## src/rtl/channel_scan_seq.sv

```systemverilog
// -----------------------------------------------------------------------------
// channel_scan_seq
//
// Channel scan sequencer driving the 4-bit select of a downstream 4-to-16
// decoder. On start it latches a 16-bit channel mask, a dwell count and the
// continuous-mode flag. It then steps through the enabled channels, lowest
// index first, and holds each one for dwell+1 cycles. In single-sweep mode it
// returns to IDLE with a one-cycle done pulse. In continuous mode it wraps to
// the lowest enabled channel and keeps running. stop aborts a scan without a
// done pulse.
//
// Optional feature, enabled with `define SCAN_ONEHOT_OUT_EN:
//   adds a registered one-hot output q[15:0] = 1 << sel while sel_valid,
//   else 0. It updates on the same edge as sel.
// -----------------------------------------------------------------------------
module channel_scan_seq #(
    parameter int DWELL_W = 8
) (
    input  logic               clk,
    input  logic               rst_n,
    input  logic               start,
    input  logic               stop,
    input  logic               cont,
    input  logic [15:0]        ch_mask,
    input  logic [DWELL_W-1:0] dwell,
    output logic [3:0]         sel,
    output logic               sel_valid,
    output logic               busy,
    output logic               done
`ifdef SCAN_ONEHOT_OUT_EN
    ,
    output logic [15:0]        q
`endif
);

    typedef enum logic {
        IDLE = 1'b0,
        RUN  = 1'b1
    } state_t;

    // Result of a priority search: whether any bit was set, and the lowest index.
    typedef struct packed {
        logic       found;
        logic [3:0] idx;
    } pick_t;

    // Lowest set bit of a 16-bit vector. Purely combinational.
    function automatic pick_t lowest_set(input logic [15:0] m);
        pick_t r;
        r = '0;
        for (int i = 15; i >= 0; i--) begin
            if (m[i]) begin
                r.found = 1'b1;
                r.idx   = 4'(i);
            end
        end
        return r;
    endfunction

    state_t             state, state_n;
    logic [3:0]         sel_n;
    logic               done_n;
    logic [DWELL_W-1:0] cnt, cnt_n;
    logic [15:0]        mask_q;
    logic               cont_q;
    logic [DWELL_W-1:0] dwell_q;
    logic               load;

    logic [15:0]        mask_above;
    pick_t              next_above;
    pick_t              first_latched;
    pick_t              first_input;

    // Build the latched-mask bits strictly above the current channel,
    // then run the priority searches.
    always_comb begin
        // NOTE: every variable gets a default before any branch, so no path
        // leaves a value unassigned and no latch is inferred.
        mask_above = '0;
        for (int i = 0; i < 16; i++) begin
            mask_above[i] = mask_q[i] && (4'(i) > sel);
        end
        next_above    = lowest_set(mask_above);
        first_latched = lowest_set(mask_q);
        first_input   = lowest_set(ch_mask);
    end

    // Next-state and next-output logic of the scan FSM.
    always_comb begin
        state_n = state;
        sel_n   = sel;
        cnt_n   = cnt;
        done_n  = 1'b0;
        load    = 1'b0;

        unique case (state)
            IDLE: begin
                // start wins over stop in IDLE. stop alone is ignored here.
                if (start && first_input.found) begin
                    state_n = RUN;
                    sel_n   = first_input.idx;
                    cnt_n   = '0;
                    load    = 1'b1;
                end
            end

            RUN: begin
                if (stop) begin
                    // An abort suppresses any end-of-sweep done at this edge.
                    state_n = IDLE;
                    sel_n   = 4'd0;
                    cnt_n   = '0;
                end else if (cnt == dwell_q) begin
                    cnt_n = '0;
                    if (next_above.found) begin
                        sel_n = next_above.idx;
                    end else if (cont_q) begin
                        // Wrap. With a single-bit mask this re-enters the same
                        // channel, so sel_valid stays high.
                        sel_n = first_latched.idx;
                    end else begin
                        state_n = IDLE;
                        sel_n   = 4'd0;
                        done_n  = 1'b1;
                    end
                end else begin
                    cnt_n = cnt + DWELL_W'(1);
                end
            end

            default: begin
                state_n = IDLE;
                sel_n   = 4'd0;
                cnt_n   = '0;
            end
        endcase
    end

    // State register.
    always_ff @(posedge clk or negedge rst_n) begin
        // NOTE: sequential state uses non-blocking assignments only, so every
        // register samples pre-edge values no matter how the blocks are ordered.
        if (!rst_n) begin
            state <= IDLE;
        end else begin
            state <= state_n;
        end
    end

    // Channel select, dwell counter and done pulse registers.
    always_ff @(posedge clk or negedge rst_n) begin
        if (!rst_n) begin
            sel  <= 4'd0;
            cnt  <= '0;
            done <= 1'b0;
        end else begin
            sel  <= sel_n;
            cnt  <= cnt_n;
            done <= done_n;
        end
    end

    // Scan configuration captured at start. It holds steady for the whole scan,
    // so input changes during RUN are ignored.
    always_ff @(posedge clk or negedge rst_n) begin
        // NOTE: these are plain flops, not a memory array, so they reset
        // to a known zero like the rest of the state.
        if (!rst_n) begin
            mask_q  <= '0;
            cont_q  <= 1'b0;
            dwell_q <= '0;
        end else if (load) begin
            mask_q  <= ch_mask;
            cont_q  <= cont;
            dwell_q <= dwell;
        end
    end

    assign busy      = (state == RUN);
    assign sel_valid = (state == RUN);

`ifdef SCAN_ONEHOT_OUT_EN
    // One-hot copy of the select. It is registered from the same next values
    // as sel, so it changes on the same edge.
    always_ff @(posedge clk or negedge rst_n) begin
        if (!rst_n) begin
            q <= '0;
        end else if (state_n == RUN) begin
            q <= 16'h0001 << sel_n;
        end else begin
            q <= '0;
        end
    end
`endif

endmodule

```

## config.mk

```make
export PLATFORM = sky130hd
export DESIGN_NAME = channel_scan_seq
export DESIGN_NICKNAME = d
export VERILOG_FILES = /design/src/rtl/channel_scan_seq.sv
export SDC_FILE = /design/constraint.sdc
export NUM_CORES = 1
export LEC_CHECK = 0
export BUFFER_PORTS_ARGS = -buffer_cell sky130_fd_sc_hd__buf_2
export CAP_MARGIN = 20
export CORE_MARGIN = 5
export CORE_UTILIZATION = 57
export DETAILED_ROUTE_END_ITERATION = 7
export GPL_TIMING_DRIVEN = 0
export PLACE_DENSITY = 0.89
export RECOVER_POWER = 50
export SLEW_MARGIN = 20
export SYNTH_ARGS = -nofsm -noshare
export SYNTH_HDL_FRONTEND = slang
export SYNTH_SLANG_ARGS = --single-unit
export TNS_END_PERCENT = 1
```

## constraint.sdc

```tcl
create_clock -name clk -period 2.3 [get_ports clk]
set_input_delay 0.46 -clock clk [delete_from_list [all_inputs] [get_ports clk]]
set_output_delay 0.46 -clock clk [all_outputs]
set_load 0.05 [all_outputs]
```

==> impl_metrics.csv, run 1 <==
group,metric,value,unit
run_status,status,"finished clean",
logic_synthesis,instance_count_of_the_mapped_netlist,261,
logic_synthesis,synth_top_cell_by_area,"sky130_fd_sc_hd__dfrtp_1",
worst_setup_path,ff2ff_setup_slack,0.10,ns
timing,period_utilization_post_route,95.47,%
logic_synthesis,yosysTopAreaCellShare,39.26,%
timing,period_needed,2.196,ns
placed_design,placed_area,0.002731,mm²
finish,seqCellArea,980.9,µm²
placed_design,gp_congestion,0.9763,
power,irDropWorstVdd,0.6918,mV
die,dieArea,0.005782,mm²
finish,finalNetCount,334,
timing,hold_viol,0,
timing,fin_worst_hold_slack,0.3028,ns
timing,max_freq,455.4,MHz
drt,detail_route.wl_per_cell,17.49,µm
clocking,clockRootBuffer,"sky130_fd_sc_hd__clkbuf_8",
finish,nFillCells,350,
clocking,cts_bufs_inserted,5,
timing,post-route-worst-setup-slack,0.1041,ns
worst_setup_path,worst_r2r_startpoint,"sel[0]$_DFFE_PN0P_",
logic_synthesis,post_synth.cell_area_avg,9.525,µm²
global_route,wire_length_of_the_first_global_routing_pass,10660,µm
timing,final.setup_skew,0.008395,ns
logic_synthesis,synth.ff_latch_count,39,
finish,area_delta_synth_final,16.16,%
timing,timing_worst_slew_pin_value,0.9483,ns
logic_synthesis,synth_top_cells_by_count,"sky130_fd_sc_hd__dfrtp_1, sky130_fd_sc_hd__nor2_1, sky130_fd_sc_hd__mux2_2, sky130_fd_sc_hd__nand2_1",
placed_design,placed_cells,348,
die,ioPinCount,36,
timing,setup-violations-final,0,
placed_design,post-place-ws,-0.1498,ns
timing,grt_setup_unrepaired,"false",
logic_synthesis,synth_fp_nets,291,
flow_run,maxCapViolCount,0,
global_route,antenna_violations_before_repair,0,
power,fin_total_pwr,2.579,mW
clocking,cts_tree,"built",
drt,totalWireLength,6243,µm
finish,area_taken_by_multi_input_logic_gates,0.001389,mm²
timing,final.setup.tns,0,ns
drt,drt_pre_antenna_iters,4,
clocking,clockBufferDepth,2,
clocking,clkSlewWorstSetupHoldPaths,0.07,ns
placed_design,dp_hpwl,4668,µm
logic_synthesis,synthTopCellsByArea,"sky130_fd_sc_hd__dfrtp_1, sky130_fd_sc_hd__mux2_2, sky130_fd_sc_hd__xnor2_1",
finish,design_area,0.002888,mm²
worst_setup_path,crit_required,2.51,ns
global_route,grt_remaining_overflow,0,
finish,antennaDiodeCount,0,
logic_synthesis,yosys_warnings,0,
logic_synthesis,synth-seq-area-share,39.26,%
worst_setup_path,critPathLaunchType,"flip-flop",
drt,drt_iter0_markers,169,
die,design.core.area,0.004294,mm²
drt,detail_route.drc_violations,0,
finish,post_route_cells_drive_above_1_share,28.52,%
finish,utilization,67.25,%
worst_setup_path,crit_path_max_fanout,10,
die,num_rows,24,
worst_setup_path,critPathKind,"flip-flop to flip-flop",
timing,max-slew-margin-rel,36.78,%
logic_synthesis,synth_cell_types,54,
timing,final_slew_violations,0,
die,fp.dieW,76.04,µm
power,static-leakage-power,1.219,nW
logic_synthesis,synth-edff-count,0,
global_route,first_global_vias,2184,
worst_setup_path,timing.reg2reg.worst_path_depth,7,
die,initial_cell_density_of_the_core,57.90,%
die,die_y,76.04,µm
global_route,grt_max_degree,40,
placed_design,placement.io_buffers,35,
logic_synthesis,most_used_standard_cell_by_instance_count_after_synthesis,"sky130_fd_sc_hd__dfrtp_1",
drt,vias,2261,
worst_setup_path,critical_register_to_register_path_endpoint,"sel[0]$_DFFE_PN0P_",
worst_setup_path,timing.critical_path.to_type,"flip-flop",
clocking,cts_max_level,2,
finish,instances_no_fill,357,
clocking,cts-hold-fix-buffers,0,
logic_synthesis,synth_flop_cell,"sky130_fd_sc_hd__dfrtp_1",
clocking,clk-insertion-delay-late,0.30,ns
clocking,clock_sinks,39,
logic_synthesis,ys_async_sr_fraction,100.0,%
hold_path,min_path_type,"primary input to asynchronous set/reset pin",
global_route,grtUsageTotal,22.21,%
drt,antenna_violating_nets_post_route,0,
worst_setup_path,crit_arrival,2.41,ns
power,power.density,893.1,mW/mm²
logic_synthesis,netlist_area,0.002486,mm²
drt,routed_via_density,6.333,
==> cell type report <==
type / instances / area share, %
Buffer: 13 / 3.336
Sequential cell: 39 / 33.97
Tap cell: 52 / 2.253
Multi-Input combinational cell: 197 / 48.09
Clock buffer: 6 / 2.513
Inverter: 12 / 1.560
Timing Repair Buffer: 36 / 6.196
Clock inverter: 2 / 2.080
==> state kept, by name, summed over array words and instances, names as in the netlist <==
register / cells
sel: 4
dwell_q: 8
mask_q: 16
cont_q: 1
busy: 1
done: 1
cnt: 8
==> what timing repair did <==
action / in CTS / in global routing
buffers inserted: 0 / 1
endpoints found under the setup margin: 1 / 2
pin swaps: 2 / 1
gates resized for setup: 1 / 5
==> cell families (layout without fill, tap and decap cells) <==
logic type	Yosys count	in the layout	synth area share (%)
flops	39	39	39.26
buf+inv	25	69	5.334
mux	22	22	10.27
simple gates	89	89	19.07
fa+ha+maj	1	1	0.5032
compound gates	73	73	21.34
xor+xnor	12	12	4.227
==> power breakdown <==
group          total (mW)  switching [mW]  internal, mW
Sequential          0.970           0.157         0.813
Clock               0.665           0.232         0.433
Combinational       0.944           0.538         0.406
==> layer usage <==
layer | up-vias | global-route usage, % | part of all wire [%] | wire length, µm
met5 | - | 0 | 0 | 0
met1 | 1082 | 30.11 | 43 | 2657
met2 | 97 | 34.85 | 47 | 2963
met4 | 0 | 8.541 | 2.5 | 154
li1 | 1064 | - | - | -
met3 | 18 | 4.492 | 7.5 | 468
==> placed cells by master, fill, tap and decap left out, types with 6 or more instances in the layout <==
cell type                  instances
sky130_fd_sc_hd__a21oi_1          12
sky130_fd_sc_hd__buf_2            32
sky130_fd_sc_hd__clkbuf_1          7
sky130_fd_sc_hd__dfrtp_1          35
sky130_fd_sc_hd__inv_1            12
sky130_fd_sc_hd__mux2_2           20
sky130_fd_sc_hd__nand2_1          16
sky130_fd_sc_hd__nand3_1           6
sky130_fd_sc_hd__nor2_1           23
sky130_fd_sc_hd__nor3_1            6
sky130_fd_sc_hd__o21ai_0          12
sky130_fd_sc_hd__o31ai_1           6
sky130_fd_sc_hd__xnor2_1          12
==> worst max-delay path, stage by stage, from the launching register on <==
cell and delay (ns):
sky130_fd_sc_hd__dfrtp_2 0.39, sky130_fd_sc_hd__buf_4 0.18, sky130_fd_sc_hd__a21boi_0 0.14, sky130_fd_sc_hd__o31ai_2 0.25, sky130_fd_sc_hd__nand4b_1 0.20, sky130_fd_sc_hd__or3_4 0.43
sky130_fd_sc_hd__o311a_1 0.37, sky130_fd_sc_hd__o211ai_2 0.14
==> worst max path at each step <==
stage	from	to	slack, ns	cells after the start
after floorplan	sel[3]$_DFFE_PN0P_	sel[0]$_DFFE_PN0P_	0.05	8
after global placement	ch_mask[3]	dwell_q[7]$_DFFE_PN0P_	-0.14	7
after detailed placement	ch_mask[3]	dwell_q[7]$_DFFE_PN0P_	-0.15	7
after CTS	sel[1]$_DFFE_PN0P_	sel[0]$_DFFE_PN0P_	0.01	7
after global routing	sel[0]$_DFFE_PN0P_	sel[0]$_DFFE_PN0P_	0.01	7
final	sel[0]$_DFFE_PN0P_	sel[0]$_DFFE_PN0P_	0.10	7
(Power assumes the default switching activity.)
==> inputs of run 2 (changes only) <==
--- a/config.mk
+++ b/config.mk
@@ -8,10 +8,9 @@
 export BUFFER_PORTS_ARGS = -buffer_cell sky130_fd_sc_hd__buf_2
 export CAP_MARGIN = 20
 export CORE_MARGIN = 5
-export CORE_UTILIZATION = 57
+export CORE_UTILIZATION = 55
 export DETAILED_ROUTE_END_ITERATION = 7
-export GPL_TIMING_DRIVEN = 0
-export PLACE_DENSITY = 0.89
+export PLACE_DENSITY_LB_ADDON = 0.05
 export RECOVER_POWER = 50
 export SLEW_MARGIN = 20
 export SYNTH_ARGS = -nofsm -noshare
==> run 2 against run 1 <==
  * Power down 0.51%
  * Non-clock buffer count up 19
  * Clock-buffer cell count down 1
  * Global-route usage down 0.35 points
  * Critical path depth down 1
  * Worst hold slack better by 0.082 ns
  * Flip-flop and latch count unchanged
==> impl_metrics.csv, run 2 (synthesis results as in run 1) <==
group,metric,value,unit
finish,instances_no_fill,376,
finish,antennaDiodeCount,0,
die,ioPinCount,36,
drt,totalWireLength,6535,µm
global_route,grtUsageTotal,21.86,%
worst_setup_path,worst_r2r_startpoint,"sel[1]$_DFFE_PN0P_",
global_route,wire_length_of_the_first_global_routing_pass,10630,µm
drt,drt_iter0_markers,334,
timing,period_needed,2.212,ns
worst_setup_path,timing.critical_path.to_type,"flip-flop",
drt,detail_route.wl_per_cell,17.38,µm
power,static-leakage-power,1.309,nW
timing,grt_setup_unrepaired,"false",
finish,nFillCells,356,
clocking,clock_sinks,39,
finish,reg_top3,"mask_q x16, cnt x8, dwell_q x8",
hold_path,min_path_type,"primary input to flip-flop",
finish,regMostFlops,"mask_q",
finish,post_route_cells_drive_above_1_share,32.41,%
clocking,clk-insertion-delay-late,0.30,ns
timing,max-slew-margin-rel,2.688,%
timing,timing_worst_slew_pin_value,1.460,ns
die,design.core.area,0.004384,mm²
placed_design,post-place-ws,-0.05161,ns
drt,antenna_violating_nets_post_route,0,
clocking,post_cts_resize_count,0,
timing,hold_viol,0,
hold_path,holdCritStartpoint,"dwell[5]",
die,dieArea,0.005964,mm²
placed_design,gp_congestion,0.9205,
placed_design,placement.io_buffers,35,
worst_setup_path,ff2ff_setup_slack,0.09,ns
timing,max_freq,452.1,MHz
timing,post-route-worst-setup-slack,0.08830,ns
worst_setup_path,critical_register_to_register_path_endpoint,"sel[0]$_DFFE_PN0P_",
clocking,clkSlewWorstSetupHoldPaths,0.09,ns
global_route,first_global_vias,2199,
global_route,grt_remaining_overflow,0,
hold_path,worst_hold_path.num_cells,2,
worst_setup_path,crit_required,2.52,ns
placed_design,dp_hpwl,4889,µm
die,initial_cell_density_of_the_core,56.71,%
power,irDropWorstVdd,0.4163,mV
hold_path,worst_hold_path.endpoint,"dwell_q[5]$_DFFE_PN0P_",
timing,period_utilization_post_route,96.16,%
drt,drt_pre_antenna_iters,6,
worst_setup_path,crit_arrival,2.43,ns
clocking,cts_max_level,2,
die,fp.dieW,77.23,µm
clocking,clockRootBuffer,"sky130_fd_sc_hd__clkbuf_8",
run_status,status,"finished clean",
clocking,cts_bufs_inserted,5,
finish,finalNetCount,353,
drt,detail_route.drc_violations,0,
drt,vias,2338,
clocking,cts_tree,"built",
clocking,cts-hold-fix-buffers,0,
power,power.density,850.6,mW/mm²
timing,final_slew_violations,0,
global_route,antenna_violations_before_repair,0,
worst_setup_path,crit_path_max_fanout,6,
flow_run,maxCapViolCount,0,
finish,area_delta_synth_final,21.34,%
finish,most-common-layout-cells,"sky130_fd_sc_hd__dfrtp_1, sky130_fd_sc_hd__buf_2, sky130_fd_sc_hd__buf_4, sky130_fd_sc_hd__nor2_1, sky130_fd_sc_hd__mux2_2",
placed_design,placed_cells,362,
timing,setup-violations-final,0,
timing,final.setup_skew,0.01455,ns
global_route,grt_max_degree,27,
die,die_y,77.23,µm
worst_setup_path,critPathLaunchType,"flip-flop",
drt,routed_via_density,6.218,
clocking,clockBufferDepth,2,
die,num_rows,24,
clocking,postCtsSetupBuffers,0,
worst_setup_path,critPathKind,"flip-flop to flip-flop",
worst_setup_path,timing.reg2reg.worst_path_depth,6,
finish,largest_reg_flops,16,
finish,final_common_cell,"sky130_fd_sc_hd__dfrtp_1",
==> run 2: cell count changes in the layout (fill, tap and decap cells not counted) <==
cell,change
sky130_fd_sc_hd__buf_12,+2
sky130_fd_sc_hd__buf_2,-1
sky130_fd_sc_hd__buf_4,+24
sky130_fd_sc_hd__buf_6,-4
sky130_fd_sc_hd__bufinv_16,-1
sky130_fd_sc_hd__clkbuf_1,-1
sky130_fd_sc_hd__clkbuf_2,-2
sky130_fd_sc_hd__clkinv_2,+1
sky130_fd_sc_hd__clkinv_4,+1
sky130_fd_sc_hd__o221ai_1,+1
sky130_fd_sc_hd__o221ai_2,-1
sky130_fd_sc_hd__o31ai_1,+1
sky130_fd_sc_hd__o31ai_2,-1
==> run 2: worst max path at each step <==
stage,start,endpoint,cells past startpoint
2_1_floorplan,sel[3]$_DFFE_PN0P_,sel[0]$_DFFE_PN0P_,8
3_3_place_gp,ch_mask[12],cnt[5]$_DFFE_PN0P_,7
3_5_place_dp,ch_mask[3],cnt[7]$_DFFE_PN0P_,7
4_1_cts,sel[1]$_DFFE_PN0P_,sel[0]$_DFFE_PN0P_,6
5_1_grt,sel[3]$_DFFE_PN0P_,sel[0]$_DFFE_PN0P_,6
6_report,sel[1]$_DFFE_PN0P_,sel[0]$_DFFE_PN0P_,6
==> run 2: metrics by stage <==
step / cell area, µm² / total power [mW] / TNS (ns) / utilization (%) / hold WS (ns)
6_report: 3017 / 2.566 / 0 / 68.81 / 0.3847
5_1_grt: 3017 / 2.712 / 0 / 68.81 / 0.3793
4_1_cts: 2972 / 2.477 / 0 / 67.78 / 0.1834
3_5_place_dp: 2859 / 1.904 / -0.2081 / 65.21 / 0.5057
3_3_place_gp: 2859 / 1.891 / -0.02446 / 65.21 / 0.5068
2_1_floorplan: 2491 / 1.621 / 0 / - / 0.1644
==> run 2: power breakdown <==
| group | total (mW) | internal, mW | switching, mW |
|---|---|---|---|
| clock network | 0.581 | 0.323 | 0.258 |
| registers | 0.994 | 0.813 | 0.182 |
| logic | 0.990 | 0.463 | 0.527 |
| total | 2.57 | 1.60 | 0.967 |
==> run 2: layout make-up <==
type,count,area (µm²),share of cell area (%)
clock inverter,3,43.79,1.452
sequential,39,980.9,32.52
timing repair buffer,68,435.4,14.43
tap,52,65.06,2.157
inverter,12,45.04,1.493
clock buffer,5,68.82,2.281
multi-input combinational,197,1378,45.67
==> run 2: metal layers <==
| layer | vias to the layer above | global-route usage (%) | wire length, µm | share of wire [%] |
|---|---|---|---|---|
| li1 | 1091 | - | - | - |
| met1 | 1109 | 33.31 | 3069 | 47 |
| met2 | 121 | 31.40 | 2738 | 42 |
| met3 | 17 | 3.864 | 584 | 8.9 |
| met4 | 0 | 6.529 | 143 | 2.2 |
| met5 | - | 0 | 0 | 0 |
==> run 2: worst max-delay path: stages, from the launching register on <==
cell and delay, ns:
sky130_fd_sc_hd__dfrtp_2 0.46, sky130_fd_sc_hd__a21boi_0 0.16, sky130_fd_sc_hd__o31ai_1 0.34, sky130_fd_sc_hd__nand4b_1 0.22
sky130_fd_sc_hd__or3_4 0.44, sky130_fd_sc_hd__o311a_1 0.38, sky130_fd_sc_hd__o211ai_2 0.14
